===== config.mk =====
export PLATFORM = sky130hd
export DESIGN_NAME = fb_stream_reader
export DESIGN_NICKNAME = d
export VERILOG_FILES = /design/src/rtl/fb_stream_reader.sv
export SDC_FILE = /design/constraint.sdc
export NUM_CORES = 1
export LEC_CHECK = 0
export CORE_AREA = 2 2 142 144
export DETAILED_ROUTE_END_ITERATION = 10
export DIE_AREA = 0 0 144 146
export PLACE_DENSITY = 0.76
export SLEW_MARGIN = 20
export SYNTH_ARGS = -nofsm -noshare
export SYNTH_HDL_FRONTEND = slang
export SYNTH_SLANG_ARGS = --single-unit

===== constraint.sdc =====
create_clock -name clk -period 5 [get_ports clk]
set_clock_uncertainty 0.15 [all_clocks]
set_input_delay 1 -clock clk [delete_from_list [all_inputs] [get_ports clk]]
set_output_delay 1 -clock clk [all_outputs]
set_load 0.02 [all_outputs]

===== src/rtl/fb_stream_reader.sv =====
// Framebuffer stream reader: walks one frame in row-major order, issues pipelined RAM reads,
// and presents the returned pixels on a valid/ready stream with coordinates and markers.
module fb_stream_reader #(
    parameter int unsigned IMG_W      = 256,
    parameter int unsigned IMG_H      = 256,
    parameter int unsigned ADDR_W     = 18,
    parameter int unsigned DATA_W     = 24,
    parameter int unsigned BASE_ADDR  = 0,
    parameter int unsigned RD_LAT     = 2,
    parameter int unsigned FIFO_DEPTH = 8
) (
    input  logic              clk,
    input  logic              rst,
    input  logic              start,
    output logic              busy,
    output logic              done,
    output logic              mem_rd_en,
    output logic [ADDR_W-1:0] mem_addr,
    input  logic [DATA_W-1:0] mem_rdata,
    output logic              pix_valid,
    input  logic              pix_ready,
    output logic [DATA_W-1:0] pix_data,
    output logic [9:0]        pix_x,
    output logic [8:0]        pix_y,
    output logic              pix_sof,
    output logic              pix_eol
);

    localparam int unsigned NPix = IMG_W * IMG_H;
    localparam int unsigned CntW = $clog2(NPix);
    localparam int unsigned PtrW = $clog2(FIFO_DEPTH);

    localparam logic [CntW-1:0] LastPix = CntW'(NPix - 1);
    localparam logic [9:0]      XLast   = 10'(IMG_W - 1);
    localparam logic [8:0]      YLast   = 9'(IMG_H - 1);

    typedef enum logic [1:0] {StIdle, StFetch, StDrain, StDone} state_e;

    state_e            state_q, state_d;
    logic [CntW-1:0]   fetch_cnt_q;
    logic [ADDR_W-1:0] addr_q;
    logic [RD_LAT-1:0] rd_pipe_q;
    logic [DATA_W-1:0] fifo_mem_q [FIFO_DEPTH];
    logic [PtrW-1:0]   wr_ptr_q, rd_ptr_q;
    logic [PtrW:0]     count_q;
    logic [9:0]        x_q;
    logic [8:0]        y_q;

    logic [PtrW:0]     inflight;
    logic [PtrW+1:0]   credit_used;
    logic              issue, push, pop, fifo_empty, start_acc, last_out;

    // Reads in the return pipeline count against FIFO space so a push never overflows.
    always_comb begin
        inflight = '0;
        for (int i = 0; i < RD_LAT; i++) begin
            inflight = inflight + {{PtrW{1'b0}}, rd_pipe_q[i]};
        end
    end

    assign credit_used = {1'b0, count_q} + {1'b0, inflight};
    assign issue       = (state_q == StFetch) && (credit_used < (PtrW+2)'(FIFO_DEPTH));
    assign push        = rd_pipe_q[RD_LAT-1];
    assign fifo_empty  = (count_q == '0);
    assign pop         = !fifo_empty && pix_ready;
    assign start_acc   = (state_q == StIdle) && start;
    assign last_out    = (x_q == XLast) && (y_q == YLast);

    always_comb begin
        state_d = state_q;
        unique case (state_q)
            StIdle:  if (start) state_d = StFetch;
            StFetch: if (issue && fetch_cnt_q == LastPix) state_d = StDrain;
            StDrain: if (pop && last_out) state_d = StDone;
            StDone:  state_d = StIdle;
            default: state_d = StIdle;
        endcase
    end

    assign busy      = (state_q == StFetch) || (state_q == StDrain);
    assign done      = (state_q == StDone);
    assign mem_rd_en = issue;
    assign mem_addr  = addr_q;
    assign pix_valid = !fifo_empty;
    assign pix_data  = fifo_empty ? '0 : fifo_mem_q[rd_ptr_q];
    assign pix_x     = x_q;
    assign pix_y     = y_q;
    assign pix_sof   = pix_valid && (x_q == '0) && (y_q == '0);
    assign pix_eol   = pix_valid && (x_q == XLast);

    always_ff @(posedge clk) begin
        if (rst) begin
            state_q     <= StIdle;
            fetch_cnt_q <= '0;
            addr_q      <= '0;
            rd_pipe_q   <= '0;
            wr_ptr_q    <= '0;
            rd_ptr_q    <= '0;
            count_q     <= '0;
            x_q         <= '0;
            y_q         <= '0;
        end else begin
            state_q <= state_d;
            if (start_acc) begin
                fetch_cnt_q <= '0;
                addr_q      <= ADDR_W'(BASE_ADDR);
            end else if (issue) begin
                fetch_cnt_q <= fetch_cnt_q + CntW'(1);
                addr_q      <= addr_q + ADDR_W'(1);
            end
            rd_pipe_q[0] <= issue;
            for (int i = 1; i < RD_LAT; i++) begin
                rd_pipe_q[i] <= rd_pipe_q[i-1];
            end
            if (push) wr_ptr_q <= wr_ptr_q + PtrW'(1);
            if (pop)  rd_ptr_q <= rd_ptr_q + PtrW'(1);
            if (push && !pop)      count_q <= count_q + (PtrW+1)'(1);
            else if (!push && pop) count_q <= count_q - (PtrW+1)'(1);
            if (start_acc) begin
                x_q <= '0;
                y_q <= '0;
            end else if (pop) begin
                if (x_q == XLast) begin
                    x_q <= '0;
                    y_q <= y_q + 9'd1;
                end else begin
                    x_q <= x_q + 10'd1;
                end
            end
        end
    end

    always_ff @(posedge clk) begin
        if (push) fifo_mem_q[wr_ptr_q] <= mem_rdata;
    end

endmodule


; ---- After elaboration in Yosys (flattened, before gate mapping)
; Memories as Yosys holds them, arrays and structs flattened. A register that Yosys moved wholly into a read port is not among the register bits.
; Index checks and enable logic that the tools add are counted.
[totals]
ff_bits = 67
latchBits = 0
ramBits = 192
mem_bits_ro = 0
in_bits = 28
out_inout_bits = 67
elab_cells = 65
memories = 1
[mem_list]
columns = memory, depth, width, read_ports, rd_clocked_by_memory_dff, write_ports, line_no
row1 = fifo_mem_q, 8, 24, 1, 1, 1, 43  ; logic [DATA_W-1:0] fifo_mem_q [FIFO_DEPTH];
[classes]
addsub = 10
multipliers = 0
div_mod_pow = 0
order_cmp = 1
n_eq_ne = 9
n_shift = 0
muxes = 12
bitwise_logic = 0
reduce_logical = 23
[op_table]
columns = cell, count
row1 = 2-to-1 mux 24 bit, 1
row2 = "adder 18 x 1 -> 18 bit, second input constant", 1
row3 = "adder 16 x 1 -> 16 bit, second input constant", 1
row4 = "== test 16 bit, second input constant", 1
row5 = logical AND 1 bit, 11
row6 = "adder 10 x 1 -> 10 bit, second input constant", 1
row7 = "== test 10 x 8 -> 1 bit, second input constant", 1
row8 = logical NOT 10 bit, 1
row9 = 2-to-1 mux 10 bit, 1
row10 = "adder 9 x 1 -> 9 bit, second input constant", 1
row11 = "== test 9 x 8 -> 1 bit, second input constant", 1
row12 = logical NOT 9 bit, 1
row13 = 2-to-1 mux 4 bit, 2
row14 = one-hot mux 2 bit (4 select lines), 1
row15 = "adder 3 x 1 -> 3 bit, second input constant", 2
row16 = 2-to-1 mux 2 bit, 3
row17 = 2-to-1 mux 3 bit, 2
row18 = "inequality test 2 bit, second input constant", 3
row19 = adder 4 x 2 -> 5 bit, 1
row20 = "less-than comparator 5 x 4 -> 1 bit, second input constant", 1
row21 = "adder 4 x 1 -> 4 bit, second input constant", 1
row22 = "== test 2 bit, second input constant", 2
row23 = logical NOT 4 bit, 1
row24 = "subtractor 4 x 1 -> 4 bit, second input constant", 1
row25 = 10 further kinds, 13

; ---- Logic depth before layout (Yosys ltp)
; Gate-level depths: netlist of run 1.
[logic_depth]
word_depth = 7
mapped_depth = 13
ltp_nobuf = 12

; ---- Worst setup path after synthesis of run 1
; Ideal clock, no wire load.
[synth_path]
path_type = reg-to-reg
startpoint = register rd_pipe_q[1]
endpoint = memory fifo_mem_q[0][0], enable pin
setup_ns = 0.435
t_arrival_ns = 2.376
setup_slack_ns = 2.039
path_stages_with_launch = 4
n_path_buf = 1
synth_period_minus_slack_ns = 2.961
cell_sequence = dfxtp_1 -> clkbuf_1 -> nand2b_1 -> nor3_1
[synth_via]
elab_chain_len = 2
[synth_rtl]
columns = element, line_no
row1 = from (decl), 42  ; logic [RD_LAT-1:0] rd_pipe_q;
row2 = "from (signal, indexed assignment)", 113  ; rd_pipe_q[i] <= rd_pipe_q[i-1];
row3 = 2-to-1 mux 1 bit, 134  ; if (push) fifo_mem_q[wr_ptr_q] <= mem_rdata;
row4 = 2-to-1 mux 1 bit (implied by the code), 134
row5 = to (decl), 43
; No other way between the ends.

==> results of run 1 <==
[Yosys cell counts]
master,n
nand3_1,17
nor3_1,10
o2111ai_1,1
buf_1,4
or4_4,1
or3_1,7
fa_1,1
a21boi_1,1
or4_2,1
xor2_1,26
buf_4,1
or3b_4,1
ha_1,18
nand2_1,29
and2_4,1
o31ai_1,1
dfxtp_1,70
nor2_1,89
a2111oi_4,1
a21oi_1,15
mux4_2,48
xnor2_1,23
and4_1,3
a2111o_1,1
clkbuf_1,15
nor4_4,3
mux2i_1,29
edfxtp_1,192
a211oi_1,1
inv_2,1
buf_2,5
and3_1,5
a21o_1,3
nand2b_1,9
nand4_1,12
nor4_1,8
a2111oi_0,1
o21ai_0,7
o211ai_1,1
inv_1,16
and2_1,3
o21a_1,1
nor2b_1,3
[area by class of cell]
cell class,instances,area [µm²],area share
sequential,262,7170,0.559
multi-input combinational,381,3300,0.257
timing repair buffer,110,1060,0.0827
clock buffer,30,697,0.0543
tap,265,332,0.0258
clock inverter,17,210,0.0164
inverter,17,63.8,0.00497
antenna,1,2.50,0.000195
[sequential cells by signal (all words and copies together), names as in the netlist, 3 cells and up, named ones only]
signal       cells
fetch_cnt_q     16
count_q          4
fifo_mem_q     192
wr_ptr_q         3
rd_ptr_q         3
pix_y            9
mem_addr        18
pix_x           10
[metrics by stage]
step | util | total power, mW | hold slack, ns | cells
finish | 0.664 | 5.93 | 0.319 | 1083
global route | 0.664 | 6.19 | 0.334 | 1082
CTS | 0.664 | 6.00 | 0.320 | 1082
detailed placement | 0.617 | 3.96 | 0.315 | 1035
global placement | 0.617 | 3.91 | 0.311 | 1035
floorplan | - | 3.42 | 0.295 | 685
[cells by family (layout without fill, tap and decap cells)]
| group | Yosys count | in the layout | synth area share |
|---|---|---|---|
| other | 0 | 1 | 0 |
| buffers and inverters | 42 | 174 | 0.0158 |
| xor gates and xnor gates | 49 | 49 | 0.0405 |
| AOI/OAI and AO/OA | 34 | 34 | 0.0213 |
| adders and majority gates | 19 | 19 | 0.0231 |
| and+or+nand+nor | 202 | 202 | 0.0945 |
| DFF | 262 | 262 | 0.676 |
| muxes | 77 | 77 | 0.129 |
[routing by layer]
layer  up-vias  global-route usage  share of wire
met4         0              0.0505          0.017
met5         -                   0              0
met3        34              0.0388          0.058
li1       2796                   -              -
met2       167               0.360           0.52
met1      2999               0.255           0.40
[final timing paths]
kind | from | end | slack, ns | cells past startpoint
worst max register to register | count_q[0]$_SDFFE_PP0P_ | count_q[3]$_SDFFE_PP0P_ | 1.50 | 13
worst min register to register | rd_pipe_q[0]$_SDFF_PP0_ | rd_pipe_q[1]$_SDFF_PP0_ | 0.32 | 1
worst min-delay path | rd_pipe_q[0]$_SDFF_PP0_ | rd_pipe_q[1]$_SDFF_PP0_ | 0.32 | 1
worst max-delay path | register | pix_data[10] | 0.84 | 5
[power by group]
group | switching (mW) | internal (mW) | total (mW)
clock network | 0.782 | 1.25 | 2.03
logic | 0.720 | 0.664 | 1.38
registers | 0.116 | 2.40 | 2.51
total | 1.62 | 4.31 | 5.93
==> out/results.ini, run 1 <==
[clock_tree]
cts_buffers = 26
cts_root_buf = clkbuf_16
clk_pin_slew_ns = 0.06
insertion_delay_ns = 0.52
cts-hold-fix-buffers = 0
cts_sinks = 262
cts-htree-levels = 1
cts-resized-gates = 0
tritoncts = built
clock_path_buffers = 3
post_cts_buffers = 0

[worst_setup_path]
cp_cell_sequence = buf_4 -> mux4_2 -> mux2i_1 -> nor2_1 -> clkdlybuf4s50_1
cp-end-kind = output port
path_delay_family = buffers and inverters
crit_type = register to output port
worst-path-buf-inv = 2
crit_path_top_delay_cell = dfxtp_4
critPathLaunchType = register
required_ns = 3.85
cp_max_fo = 33
arrival_ns = 3.01
slowest_delay_ns = 0.76

[global_route]
antenna_found_initial = 1
grt_pass1_wl_mm = 33.1
grt_max_degree = 35
grt_usage = 0.203
grt-ovfl-total = 0
grt_pass1_vias = 6238

[synth]
synth_top_area_share = 0.543
synth_area_mm2 = 0.0106
ys_top_cells_by_area = edfxtp_1 54%, dfxtp_1 13%, mux4_2 10%, nor2_1 3.1%, mux2i_1 2.7%
synthDistinctLibCells = 43
synth_top_cell_by_area = edfxtp_1
synth-seq-cells = 262
yosys_warnings = 0
syn_nets = 732
ys_seq_area_frac = 0.676
syn_area_per_cell_um2 = 15.5
syn_inst = 685

[power]
power.leakage_nw = 4.12
powerDensity_mw_per_mm2 = 462
peakVddDrop_uv = 316

[min_path]
hold_class = register to register

[placement]
dp_slack_ns = 1.28
routabilityCongestion = 0.795
placed_area_mm2 = 0.0119
portBuffers = 94
hpwl_mm = 12.9

[die]
dieHeight_um = 146
num_rows = 51
die_x_um = 144
ioPinCount = 95
start_util = 0.549
core_mm2 = 0.0193
die-area_mm2 = 0.0210

[route]
wl_mm = 20.8
drtAntennaViolNets = 0
vias = 5996
drt-wirelength-per-cell_um = 19.2
drc_errors = 0
first_pass_iters = 5
routed_via_density = 5.54
drt_iter0_markers = 362

[sta]
finalCriticalPeriod_ns = 4.16
finalMaxSlewViolations = 0
max_freq_ghz = 0.241
setup_viol = 0
worst-slew-pin-transition_ns = 0.667
finalHoldViolCount = 0
fin_ws_ns = 0.842
setup-tns-final_ns = 0
rsz0062_at_grt = false
fin_crit_sh = 0.832
max_slew_margin = 0.554

[layout]
layout.nets = 845
drive_gt1_frac = 0.152
final_common_cell = edfxtp_1
nFillCells = 1366
final_cell_mix = 192 x edfxtp_1, 94 x clkdlybuf4s50_1, 83 x nor2_1
design_area_mm2 = 0.0128
area_growth_pct = 21.0

[outcome]
outcome = finished clean

[job]
maxCapViolations = 0

Power figures use the tool's default switching activity.
==> run 2, diff against run 1 <==
Settings changed: CORE_AREA 2 2 142 144 to 2 2 146 148, DIE_AREA 0 0 144 146 to 0 0 148 150, PLACE_DENSITY 0.76 to 0.75.
Clock period 5 ns to 3.6 ns, I/O delays scaled along.
==> out/results.ini, run 2 (synthesis results as in run 1) <==
[outcome]
outcome = finished clean

[clock_tree]
cts_buffers = 26
cts-resized-gates = 0
tritoncts = built
clk_pin_slew_ns = 0.06
cts_sinks = 262
cts-hold-fix-buffers = 0
post_cts_buffers = 0
clock_path_buffers = 3
cts_root_buf = clkbuf_16
insertion_delay_ns = 0.52
cts-htree-levels = 1

[worst_setup_path]
arrival_ns = 2.48
cp_max_fo = 18
reg2regPathDepth = 12
rr_endpoint = count_q[3]$_SDFFE_PP0P_
rr_startpoint = count_q[0]$_SDFFE_PP0P_
required_ns = 2.73
regToRegSetupSlack_ns = 0.75
cp-end-kind = output port
critPathLaunchType = register
crit_type = register to output port

[die]
die-area_mm2 = 0.0222
num_rows = 53
ioPinCount = 95
core_mm2 = 0.0207
start_util = 0.513
die_x_um = 148
dieHeight_um = 150

[power]
peakVddDrop_uv = 357
power.leakage_nw = 4.15
powerDensity_mw_per_mm2 = 630
power.total_mw = 8.12

[layout]
final_common_cell = edfxtp_1
nFillCells = 1521
final-seq-area_mm2 = 0.00717
n_antenna_cell = 0
drive_gt1_frac = 0.155
top_register = fifo_mem_q
multi_input_area_mm2 = 0.00330
area_growth_pct = 21.6
utilization = 0.624
largest_register_ffs = 192
final_cell_mix = 192 x edfxtp_1, 94 x clkdlybuf4s50_1, 83 x nor2_1
layout.nets = 854

[sta]
setup-tns-final_ns = 0
max_freq_ghz = 0.299
worst-slew-pin-transition_ns = 0.852
fin_crit_sh = 0.930
rsz0062_at_grt = false
max_slew_margin = 0.431
finalHoldViolCount = 0
finalCriticalPeriod_ns = 3.35
setup_viol = 0
finalMaxSlewViolations = 0

[placement]
portBuffers = 94
routabilityCongestion = 0.837
hpwl_mm = 13.1

[route]
drc_errors = 0
wl_met1_mm = 8.44
vias = 6082
drt_iter0_markers = 331
routed_via_density = 5.52
first_pass_iters = 4
top_layer = met4
drtAntennaViolNets = 0
drt-wirelength-per-cell_um = 19.2
wl_met3_mm = 1.31
wl_mm = 21.2
met2_wirelength_mm = 11.1

[min_path]
min_to = rd_pipe_q[1]$_SDFF_PP0_
hold_class = register to register
worstHoldStart = rd_pipe_q[0]$_SDFF_PP0_
min_path_cells = 1

[global_route]
grt_pass1_vias = 6342
grt-ovfl-total = 0
grt_usage = 0.191
grt_pass1_wl_mm = 33.2
antenna_found_initial = 0
grt_max_degree = 35

[job]
maxCapViolations = 0

## run 2: layout make-up
cell class	instances	share of cell area
tap	275	0.0267
clock buffer	32	0.0529
inverter	17	0.00495
multi-input combinational	381	0.256
timing repair buffer	119	0.0913
sequential	262	0.556
clock inverter	16	0.0125
## run 2: layer usage
layer,track usage,vias to the layer above
li1,-,2817
met1,0.235,3066
met2,0.345,165
met3,0.0378,34
met4,0.0519,0
met5,0,-
## run 2: power breakdown
| part | total, mW | switching (mW) | internal (mW) |
|---|---|---|---|
| Sequential | 3.43 | 0.0959 | 3.33 |
| Combinational | 2.07 | 1.09 | 0.978 |
| Clock | 2.63 | 1.07 | 1.56 |
## run 2: per-stage QoR
| step | worst slack (ns) | hold WS, ns | instances | cell area (µm²) |
|---|---|---|---|---|
| after floorplan | 0.639 | 0.295 | 685 | 10600 |
| after global routing | 0.119 | 0.309 | 1102 | 12900 |
| after global placement | 0.594 | 0.313 | 1049 | 12000 |
| after CTS | 0.0102 | 0.308 | 1097 | 12900 |
| final | 0.251 | 0.305 | 1102 | 12900 |
| after detailed placement | 0.505 | 0.314 | 1049 | 12000 |
## run 2: worst max path at each step
stage                                        from  slack [ns]  cells past startpoint                          to
final                                    register        0.25                      5                pix_data[20]
after global routing      count_q[3]$_SDFFE_PP0P_        0.12                      4                 pix_data[4]
after CTS                                register        0.01                      5                pix_data[20]
after detailed placement                pix_ready        0.50                     11     count_q[3]$_SDFFE_PP0P_
after global placement                  pix_ready        0.59                     11     count_q[3]$_SDFFE_PP0P_
after floorplan           rd_pipe_q[1]$_SDFF_PP0_        0.64                      3  fifo_mem_q[0][0]$_DFFE_PP_
## run 2: critical path, stage by stage (launching register included)
cell and delay (ns):
dfxtp_4 0.41, buf_12 0.21, mux4_2 0.53, mux2i_1 0.19, nor2_1 0.06, clkdlybuf4s50_1 0.55
==> run 3, diff against run 2 <==
Settings changed: CELL_PAD_IN_SITES_DETAIL_PLACEMENT from default to 2, CELL_PAD_IN_SITES_GLOBAL_PLACEMENT from default to 2, CORE_AREA 2 2 146 148 to 2 2 162 164, DIE_AREA 0 0 148 150 to 0 0 164 166, PLACE_DENSITY 0.75 to default, PLACE_DENSITY_LB_ADDON from default to 0.1.
Clock period 3.6 ns to 3.4 ns, I/O delays scaled along.
==> out/results.ini, run 3 (synthesis results as in run 1) <==
[global_route]
grt_usage = 0.212
grt-ovfl-total = 0
grt_max_degree = 39
grt_pass1_vias = 7103
antenna_found_initial = 0
grt_pass1_wl_mm = 43.8

[clock_tree]
clock_path_buffers = 3
tritoncts = built
clk_pin_slew_ns = 0.06
cts-htree-levels = 1
cts_buffers = 30
cts-hold-fix-buffers = 0
cts_root_buf = clkbuf_16
insertion_delay_ns = 0.55
cts_sinks = 262

[die]
dieHeight_um = 166
core_mm2 = 0.0256
die-area_mm2 = 0.0272
die_x_um = 164
num_rows = 59
ioPinCount = 95
start_util = 0.414

[route]
drtAntennaViolNets = 0
routed_via_density = 5.38
first_pass_iters = 4
vias = 6289
drc_errors = 0
drt_iter0_markers = 294
wl_mm = 28.3
drt-wirelength-per-cell_um = 24.3

[job]
maxCapViolations = 0

[worst_setup_path]
crit_type = register to output port
cp_max_fo = 12
critPathLaunchType = register
reg2regPathDepth = 12
required_ns = 2.57
cp-end-kind = output port
arrival_ns = 2.46

[sta]
setup-tns-final_ns = 0
max_slew_margin = 0.571
max_freq_ghz = 0.304
setup_viol = 0
finalHoldViolCount = 0
fin_crit_sh = 0.969
finalMaxSlewViolations = 0
rsz0062_at_grt = false
finalCriticalPeriod_ns = 3.29
worst-slew-pin-transition_ns = 0.643

[layout]
n_antenna_cell = 0
layout.nets = 856
final_cell_mix = 192 x edfxtp_1, 83 x nor2_1, 68 x dfxtp_1, 68 x clkdlybuf4s50_1, 48 x mux4_2
area_growth_pct = 24.6
top_register = fifo_mem_q
final_common_cell = edfxtp_1
utilization = 0.516
drive_gt1_frac = 0.168
largest_register_ffs = 192

[outcome]
outcome = finished clean

[placement]
hpwl_mm = 17.0
portBuffers = 94
routabilityCongestion = 0.755

[min_path]
min_path_cells = 1
hold_class = register to register

[power]
power.total_mw = 9.12
power.leakage_nw = 4.51
peakVddDrop_uv = 532
powerDensity_mw_per_mm2 = 690

==> run 3: changes by cell type in the layout (fill, tap and decap cells not counted), moves of 2 or more <==
| cell | previous run | this run |
|---|---|---|
| dlymetal6s2s_1 | 0 | 15 |
| buf_12 | 4 | 7 |
| clkinv_1 | 7 | 4 |
| buf_4 | 21 | 14 |
| dlygate4sd2_1 | 0 | 11 |
| clkinv_2 | 4 | 8 |
| clkbuf_1 | 5 | 3 |
| clkbuf_16 | 26 | 31 |
| clkdlybuf4s50_1 | 94 | 68 |
| clkbuf_8 | 1 | 6 |
==> run 3: metal layers <==
metal / track usage / wire length (µm)
met1: 0.267 / 11600
met2: 0.385 / 15200
met3: 0.0310 / 1070
met4: 0.0488 / 462
met5: 0 / 0
==> run 3: path summary, 6_finish.rpt <==
path                                start                       to  slack, ns
setup / recovery                 register             pix_data[11]       0.11
hold / removal    rd_pipe_q[0]$_SDFF_PP0_  rd_pipe_q[1]$_SDFF_PP0_       0.32
setup reg to reg  count_q[0]$_SDFFE_PP0P_  count_q[3]$_SDFFE_PP0P_       0.51
hold reg to reg   rd_pipe_q[0]$_SDFF_PP0_  rd_pipe_q[1]$_SDFF_PP0_       0.32
==> run 3: what timing repair did <==
action	4_1_cts	5_1_grt
gates cloned	1	0
gates resized for setup	14	16
endpoints found under the setup margin	26	15
setup buffers	2	0
==> run 3: worst max-delay path, cell delays in order, from the launching register on <==
cell,delay [ns]
dfxtp_4,0.45
buf_12,0.19
mux4_2,0.52
mux2i_1,0.15
nor2_1,0.05
clkdlybuf4s50_1,0.54
==> run 3: cell type report <==
| cell class | count | area [µm²] |
|---|---|---|
| multi-input cells | 381 | 3300 |
| well taps | 335 | 419 |
| flip-flops and latches | 262 | 7170 |
| clock buffers | 41 | 875 |
| inverters | 17 | 63.8 |
| repair buffers | 117 | 1260 |
| fillers | 2351 | 12400 |
| clock inverters | 15 | 124 |
==> run 3: power breakdown <==
part           leakage, nW  internal, mW  total (mW)  switching, mW
Sequential            2.29          3.53        3.65          0.123
Clock                0.503          1.94        3.25           1.31
Combinational         1.71          1.00        2.22           1.22
==> run 3: through the flow <==
stage	hold slack, ns	worst slack (ns)	cell area, µm²	instances
6_report	0.321	0.106	13200	1168
5_1_grt	0.354	0.00406	13200	1168
4_1_cts	0.327	0.0118	13200	1168
3_5_place_dp	0.315	0.294	12100	1109
3_3_place_gp	0.324	0.399	12100	1109
2_1_floorplan	0.295	0.439	10600	685
